==> src/rtl/game_ctrl.sv <==
// game_ctrl: tic-tac-toe referee and board keeper; O moves arrive from the user I/O block, X from the FPGA move engine.
// Build macro FPGA_FIRST_EN: when defined, the engine (X) moves first after reset.
module game_ctrl (
    input  logic        i_clk,
    input  logic        i_rst_n,
    input  logic [3:0]  i_move,
    input  logic        i_validmove_stb,
    input  logic        i_busy,
    output logic        o_needinput,
    output logic [17:0] o_board,
    output logic [1:0]  o_result,
    output logic        o_isdraw,
    output logic        o_result_stb,
    output logic        o_think_stb,
    input  logic [3:0]  i_fpga_move,
    input  logic        i_fpga_move_stb,
    output logic        o_gameover
);

    localparam logic [2:0] WAIT_USER = 3'd0;
    localparam logic [2:0] CHK_USER  = 3'd1;
    localparam logic [2:0] EVAL      = 3'd2;
    localparam logic [2:0] THINK     = 3'd3;
    localparam logic [2:0] CHK_FPGA  = 3'd4;
    localparam logic [2:0] REPORT    = 3'd5;
    localparam logic [2:0] OVER      = 3'd6;

    localparam logic [1:0] CELL_O   = 2'b01;
    localparam logic [1:0] CELL_X   = 2'b10;
    localparam logic [1:0] RES_NONE = 2'd0;
    localparam logic [1:0] RES_XWIN = 2'd1;
    localparam logic [1:0] RES_OWIN = 2'd2;

`ifdef FPGA_FIRST_EN
    localparam logic [2:0] RESET_STATE = THINK;
    localparam logic       RESET_ARMED = 1'b1;
`else
    localparam logic [2:0] RESET_STATE = WAIT_USER;
    localparam logic       RESET_ARMED = 1'b0;
`endif

    logic [2:0]  state_reg;
    logic [17:0] board_reg;
    logic [17:0] board_next;
    logic [3:0]  move_reg;
    logic [3:0]  count_reg;
    logic        last_x_reg;
    logic        think_armed_reg;
    logic [1:0]  result_reg;
    logic        isdraw_reg;

    logic [15:0] empty_vec;
    logic        move_legal;
    logic [3:0]  low_sq;
    logic        owin;
    logic        xwin;
    logic        wr_en;
    logic [3:0]  wr_sq;
    logic [1:0]  wr_val;

    function automatic logic [1:0] sq(input logic [17:0] b, input int n);
        return b[19-2*n -: 2];
    endfunction

    function automatic logic has_line(input logic [17:0] b, input logic [1:0] v);
        return ((sq(b,1) == v) && (sq(b,2) == v) && (sq(b,3) == v)) ||
               ((sq(b,4) == v) && (sq(b,5) == v) && (sq(b,6) == v)) ||
               ((sq(b,7) == v) && (sq(b,8) == v) && (sq(b,9) == v)) ||
               ((sq(b,1) == v) && (sq(b,4) == v) && (sq(b,7) == v)) ||
               ((sq(b,2) == v) && (sq(b,5) == v) && (sq(b,8) == v)) ||
               ((sq(b,3) == v) && (sq(b,6) == v) && (sq(b,9) == v)) ||
               ((sq(b,1) == v) && (sq(b,5) == v) && (sq(b,9) == v)) ||
               ((sq(b,3) == v) && (sq(b,5) == v) && (sq(b,7) == v));
    endfunction

    // empty_vec is indexed directly by a 4-bit move; codes 0 and 10..15 map to 0 (never legal)
    assign empty_vec[0]     = 1'b0;
    assign empty_vec[15:10] = 6'd0;

    genvar gi;
    generate
        for (gi = 1; gi <= 9; gi++) begin : g_square
            assign empty_vec[gi] = (board_reg[19-2*gi -: 2] == 2'b00);
            assign board_next[19-2*gi -: 2] = (wr_en && (wr_sq == 4'(gi))) ? wr_val
                                                                           : board_reg[19-2*gi -: 2];
        end
    endgenerate

    assign move_legal = empty_vec[move_reg];
    assign owin       = has_line(board_reg, CELL_O);
    assign xwin       = has_line(board_reg, CELL_X);

    always_comb begin
        low_sq = 4'd0;
        for (int i = 9; i >= 1; i--) begin
            if (empty_vec[i]) begin
                low_sq = 4'(i);
            end
        end
    end

    // An illegal engine reply is replaced by the lowest-numbered empty square
    always_comb begin
        wr_en  = 1'b0;
        wr_sq  = move_reg;
        wr_val = CELL_O;
        if (state_reg == CHK_USER) begin
            wr_en = move_legal;
        end else if (state_reg == CHK_FPGA) begin
            wr_en  = 1'b1;
            wr_val = CELL_X;
            wr_sq  = move_legal ? move_reg : low_sq;
        end
    end

    always_ff @(posedge i_clk or negedge i_rst_n) begin
        if (!i_rst_n) begin
            state_reg       <= RESET_STATE;
            board_reg       <= 18'd0;
            move_reg        <= 4'd0;
            count_reg       <= 4'd0;
            last_x_reg      <= 1'b0;
            think_armed_reg <= RESET_ARMED;
            result_reg      <= RES_NONE;
            isdraw_reg      <= 1'b0;
        end else begin
            board_reg <= board_next;
            case (state_reg)
                WAIT_USER: begin
                    if (i_validmove_stb) begin
                        move_reg  <= i_move;
                        state_reg <= CHK_USER;
                    end
                end
                CHK_USER: begin
                    if (move_legal) begin
                        count_reg  <= count_reg + 4'd1;
                        last_x_reg <= 1'b0;
                        state_reg  <= EVAL;
                    end else begin
                        state_reg <= WAIT_USER;
                    end
                end
                EVAL: begin
                    // A completed line wins even on the ninth move
                    result_reg <= xwin ? RES_XWIN : (owin ? RES_OWIN : RES_NONE);
                    isdraw_reg <= !xwin && !owin && (count_reg == 4'd9);
                    state_reg  <= REPORT;
                end
                REPORT: begin
                    if ((result_reg != RES_NONE) || isdraw_reg) begin
                        state_reg <= OVER;
                    end else if (last_x_reg) begin
                        state_reg <= WAIT_USER;
                    end else begin
                        think_armed_reg <= 1'b1;
                        state_reg       <= THINK;
                    end
                end
                THINK: begin
                    think_armed_reg <= 1'b0;
                    if (i_fpga_move_stb) begin
                        move_reg  <= i_fpga_move;
                        state_reg <= CHK_FPGA;
                    end
                end
                CHK_FPGA: begin
                    count_reg  <= count_reg + 4'd1;
                    last_x_reg <= 1'b1;
                    state_reg  <= EVAL;
                end
                OVER: begin
                    state_reg <= OVER;
                end
                default: begin
                    state_reg <= WAIT_USER;
                end
            endcase
        end
    end

    // Level/strobe outputs are held low while reset is asserted
    assign o_needinput  = i_rst_n && (state_reg == WAIT_USER) && !i_busy;
    assign o_think_stb  = i_rst_n && (state_reg == THINK) && think_armed_reg;
    assign o_result_stb = (state_reg == REPORT);
    assign o_gameover   = (state_reg == OVER);
    assign o_board      = board_reg;
    assign o_result     = result_reg;
    assign o_isdraw     = isdraw_reg;

endmodule

==> config.mk <==
export PLATFORM = sky130hd
export DESIGN_NAME = game_ctrl
export DESIGN_NICKNAME = d
export VERILOG_FILES = /design/src/rtl/game_ctrl.sv
export SDC_FILE = /design/constraint.sdc
export NUM_CORES = 1
export LEC_CHECK = 0
export ABC_CLOCK_PERIOD_IN_PS = 2790
export CORE_ASPECT_RATIO = 0.75
export CORE_UTILIZATION = 45
export DETAILED_ROUTE_END_ITERATION = 8
export PLACE_DENSITY = 0.7
export SETUP_SLACK_MARGIN = 0.15
export SLEW_MARGIN = 15
export SYNTH_ARGS = -nofsm -noshare
export SYNTH_HDL_FRONTEND = slang
export SYNTH_SLANG_ARGS = --single-unit
==> constraint.sdc <==
create_clock -name i_clk -period 2.79 [get_ports i_clk]
set_clock_uncertainty 0.1 [all_clocks]
set_input_delay 0.837 -clock i_clk [delete_from_list [all_inputs] [get_ports i_clk]]
set_output_delay 0.837 -clock i_clk [all_outputs]
set_load 0.005 [all_outputs]
==> Word-level counts from Yosys, hierarchy flattened <==
Index checks and enable logic that the tools add are counted.
{ "word_totals": {"regBits": 34, "inputBits": 13, "out_inout_bits": 25, "elab_cells": 176} }
{ "classes": {"add_sub_neg": 1, "order_cmp": 1, "eq_ne": 39, "muxes": 36, "n_reduce_logical": 83} }
{ "op_table": {"columns": ["cell", "n"], "rows": [
  ["two-way mux 4 bit", 15],
  ["logical AND 1 bit", 47],
  ["one-hot mux 3 bit (7 select lines)", 1],
  ["== test 2 x 1 -> 1 bit (second input constant)", 9],
  ["== test 2 bit (second input constant)", 9],
  ["logical NOT 2 bit", 9],
  ["== test 4 x 3 -> 1 bit (second input constant)", 4],
  ["one-hot mux 4 bit (2 select lines)", 2],
  ["logical OR 1 bit", 15],
  ["== test 4 bit (second input constant)", 3],
  ["two-way mux 2 bit", 6],
  ["inequality test 2 bit (second input constant)", 5],
  ["== test 3 bit (second input constant)", 3],
  ["two-way mux 3 bit", 3],
  ["== test 4 x 2 -> 1 bit (second input constant)", 2],
  ["nonzero test 2 bit", 4],
  ["== test 3 x 2 -> 1 bit (second input constant)", 2],
  ["two-way mux 1 bit", 6],
  ["AND reduction 3 bit", 2],
  ["< comparator 4 x 5 -> 1 bit (second input constant)", 1],
  ["adder 4 x 1 -> 4 bit (second input constant)", 1],
  ["binary-select mux 1 bit (select 4 bit)", 1],
  ["== test 4 x 1 -> 1 bit (second input constant)", 1],
  ["one-hot mux 1 bit (2 select lines)", 2],
  ["other kinds (4)", 7]
]} }

==> Depth between registers and ports, before layout <==
{ "logic_depth": {"depth_word": 15, "ltp_mapped": 8, "ltp_nobuf": 6} }

==> Worst setup path before layout <==
OpenSTA, ideal clock, no wires.
{ "synth_path": {"path_type": "register -> register", "startpoint": "register move_reg[1]", "endpoint": "register board_reg[8], in the netlist o_board[8]", "setup_ns": 0.092, "t_arrival_ns": 1.896, "required_time_ns": 2.598, "slack_ns": 0.702, "path_stages_with_launch": 8, "n_path_buf": 2, "period_less_slack_ns": 2.088, "cell_sequence": "dfrtp_1 -> buf_6 -> nor3_2 -> o21ai_1 -> a211o_1 -> buf_6 -> or4_4 -> o31ai_2"} }
{ "synth_via": {"elab_chain_cells": 7, "elab_cells_between_ends": 8, "cone_classes": "eq/ne: 1; mux: 6; reduce/logical: 1"} }
{ "synth_rtl": {"columns": ["item", "line", "source"], "rows": [
  ["start, declared", "45", "logic [3:0] move_reg;"],
  ["start signal, assigned", "131", "move_reg <= i_move;"],
  ["start signal, assigned", "163", "move_reg <= i_fpga_move;"],
  ["binary-select mux 1 bit (select 4 bit)", "89", "assign move_legal = empty_vec[move_reg];"],
  ["two-way mux 1 bit (not written as such)", "89", null],
  ["two-way mux 4 bit", "112", "wr_sq = move_legal ? move_reg : low_sq;"],
  ["two-way mux 4 bit", "109", "end else if (state_reg == CHK_FPGA) begin"],
  ["two-way mux 4 bit", "107", "if (state_reg == CHK_USER) begin"],
  ["== test 4 x 3 -> 1 bit", "84", "assign board_next[19-2*gi -: 2] = (wr_en && (wr_sq == 4'(gi))) ? wr_val"],
  ["logical AND 1 bit (*)", "84", null],
  ["end signal, assigned", "127", "board_reg <= board_next;"],
  ["end, declared", "43", "logic [17:0] board_reg;"]
]} }
Mark *: on every way between the ends. The rest lies on a longest branch, timed or not. The select of a mux whose other input is x is not followed.
A chain may end at the register's enable or synchronous reset.

==> Worst setup path in the final report <==
{ "layout_path": {"startpoint": "register state_reg[1]", "endpoint": "output port o_result_stb"} }
{ "layout_via": {"elab_chain_cells": 1} }
{ "layout_rtl": {"columns": ["item", "line", "source"], "rows": [
  ["start, declared", "42", "logic [2:0] state_reg;"],
  ["start signal, assigned", "118", "state_reg <= RESET_STATE;"],
  ["start signal, assigned", "132", "state_reg <= CHK_USER;"],
  ["start signal, assigned", "139", "state_reg <= EVAL;"],
  ["== test 3 bit", "185", "assign o_result_stb = (state_reg == REPORT);"],
  ["end, declared", "13", "output logic o_result_stb,"]
]} }
Every way passes these cells.

==> metrics.cfg <==
[global_route]
grt_pass1_vias = 1822
grt_pass1_wl_um = 9110
grt_max_degree = 34
grt_overflow = 0
grt_usage_pct = 25.0
antenna_found_initial = 0

[yosys]
synth_top_area_share_pct = 40.4
syn_inst = 232
synth_top_cell_by_area = dfrtp_1
yosysWarnings = 0
synth_compound_area_share_pct = 25.7
synthTopCellsByArea = dfrtp_1, a21o_1, nor2_1
synth-simple-area-share_pct = 24.1
avgSynthCellArea_um2 = 9.08
syn_nets = 247
synth_mux_area_share_pct = 2.85
syn_area_um2 = 2110
synth_xor_area_share_pct = 1.25
ys_ff_latch = 34
yosys.area_share.adder_pct = 1.19
async_reset_ff_share_pct = 100
synth_ff_type = dfrtp_1
synth_edf_count = 0
yosys.cell_types.count = 51
ys_seq_area_share_pct = 40.4
synth_top_family_by_area = compound AO/OA/AOI/OAI gates

[final_layout]
final_common_cell = clkdlybuf4s50_1
fillers = 422
final_cell_mix = clkdlybuf4s50_1, dfrtp_1, nor2_1, nand2_1
drive_gt1_share_pct = 13.6
insertedDiodeCount = 0
fin_nets = 293
largest_reg_flops = 18
syn2layout_area_growth_pct = 26.9

[floorplanning]
die_area_um2 = 4960
fp.dieW_um = 81.0
die_y_um = 61.2
fp-row-count = 21
pin_count = 38
core_area_um2 = 4470
start_util_pct = 47.1

[setup_path]
r2r_end = o_board[8]
reg2reg_from = move_reg[0]
worst_r2r_path_depth = 5
crit_fanout = 9
setup.reg_to_reg.worst_slack_ns = 0.43
setup.worst_path.class = flop to primary output
cp-end-kind = primary output
crit_start = state_reg[1]
cp.required_ns = 1.85
startpoint_type = flop
cp.arrival_ns = 1.62

[power]
internal-power_mw = 1.70
seqPwrFrac_pct = 36.1
switchingPower_mw = 1.39
peakVddDrop_mv = 0.628
pwr-share-clk_pct = 12.5
power.total_mw = 3.09
p_comb_share_pct = 51.4
power_density_nw_per_um2 = 1160
p_leak_nw = 1.20
p_sw_share_pct = 45.0

[timing]
grt_setup_unrepaired = false
tightest_slew_ns = 0.585
min_period_ns = 2.55
slew_headroom_pct = 61.0
setup-violations-final = 0
max_freq_mhz = 392
hold_violations = 0
whs_ns = 0.375
period_share_pct = 91.5
fin_ws_ns = 0.236
drv_slew = 0

[job]
cap_violations = 0

[route]
viasPerCell = 5.88
wl_per_cell_um = 16.3
routed_wl_um = 5480
dr_total_vias = 1976
first_iter_violations = 131
drc = 0
drtPass1Iterations = 4
drtAntennaViolNets = 0

[cts]
clock-sinks = 34
cts_hold_buf = 0
clock-root-buffer = clkbuf_8
clockBufferDepth = 2
post_cts_buffers = 0
cts.reportedPaths.clkPinSlew_ns = 0.07
htree_levels = 2
worst_skew_pair.late_latency_ns = 0.29
numCtsBuffers = 5
cts_tree = yes

[placement]
dp_hpwl_um = 4020
dp_slack_ns = -0.315
place_congestion = 0.863
numPortBuffers = 37

[worst_hold_path]
min_path_type = flop to flop
min_to = count_reg[3]
hp-start = count_reg[3]
hold_depth = 1

[status]
status = finished clean

## worst max-delay path, stage by stage (launching register included)
cell	delay [ns]
dfrtp_2	0.48
inv_2	0.15
nand3_1	0.10
inv_1	0.09
clkdlybuf4s50_1	0.50
## cell type report
class / count / area, um^2 / area share [%]
tap: 57 / 71.3 / 2.67
sequential: 34 / 856 / 32.0
clock buffer: 7 / 86.3 / 3.23
clock inverter: 1 / 5.00 / 0.187
timing repair buffer: 46 / 433 / 16.2
inverter: 13 / 48.8 / 1.83
multi-input combinational: 178 / 1170 / 43.8
## cell families (layout without fill, tap and decap cells)
family | Yosys count | in the layout
xor+xnor | 3 | 3
compound gates | 71 | 71
mux | 6 | 6
flops | 34 | 34
simple gates | 96 | 96
fa+ha+maj | 2 | 2
buf+inv | 20 | 67
## power groups by stage
stage | Clock, mW | Sequential, mW | Combinational, mW
4_1_cts | 0.389 | 1.10 | 1.57
5_1_grt | 0.412 | 1.16 | 1.77
3_3_place_gp | 0 | 1.10 | 1.54
2_1_floorplan | 0 | 0.946 | 1.14
3_5_place_dp | 0 | 1.11 | 1.56
6_report | 0.385 | 1.12 | 1.59
## layer usage
| layer | GRT usage [%] | share of wire (%) | routed length (um) | vias to the layer above |
|---|---|---|---|---|
| met4 | 6.89 | 1.2 | 67 | 0 |
| li1 | - | - | - | 937 |
| met1 | 37.5 | 49 | 2700 | 955 |
| met5 | 0 | 0 | 0 | - |
| met3 | 5.93 | 8.3 | 456 | 9 |
| met2 | 35.7 | 41 | 2260 | 75 |
## per-stage QoR
step | setup TNS [ns] | utilization, % | cells | cell area, um^2
floorplan | 0 | - | 232 | 2110
global placement | -0.541 | 57.5 | 328 | 2570
detailed placement | -0.545 | 57.5 | 328 | 2570
CTS | 0 | 59.6 | 336 | 2660
global route | 0 | 59.8 | 336 | 2670
finish | 0 | 59.8 | 336 | 2670
## cell usage after synthesis, types with 2 or more instances
master,instances
clkbuf_1,3
ha_1,2
nor3_1,10
o22ai_1,9
or3_1,2
mux2i_1,6
o31ai_4,2
nor2b_1,2
inv_1,13
o21ai_0,7
nor2_1,29
o211ai_1,4
o21a_1,2
buf_6,2
a21oi_1,8
a311oi_1,2
a21o_1,15
xor2_1,2
o32a_1,2
nor4_1,5
a211oi_1,2
nand2_1,16
and3_1,2
o21ai_1,2
nor3b_1,3
o31ai_1,2
a211oi_2,2
nand3_1,3
dfrtp_1,34
nand2b_1,15
nand3b_1,2
a31o_2,3
## what timing repair did
item,CTS,global route
endpoints found under the hold margin,0,0
cloned,0,0
gates resized for setup,7,8
setup endpoints to repair,3,18
## worst max path at each step
stage | cells after the start | end | slack (ns)
detailed placement | 4 | o_needinput | -0.32
CTS | 5 | o_needinput | 0.11
floorplan | 7 | o_board[8] | 0.70
finish | 4 | o_result_stb | 0.24
global placement | 4 | o_needinput | -0.29
global route | 4 | o_result_stb | 0.16
(Power assumes the default switching activity.)
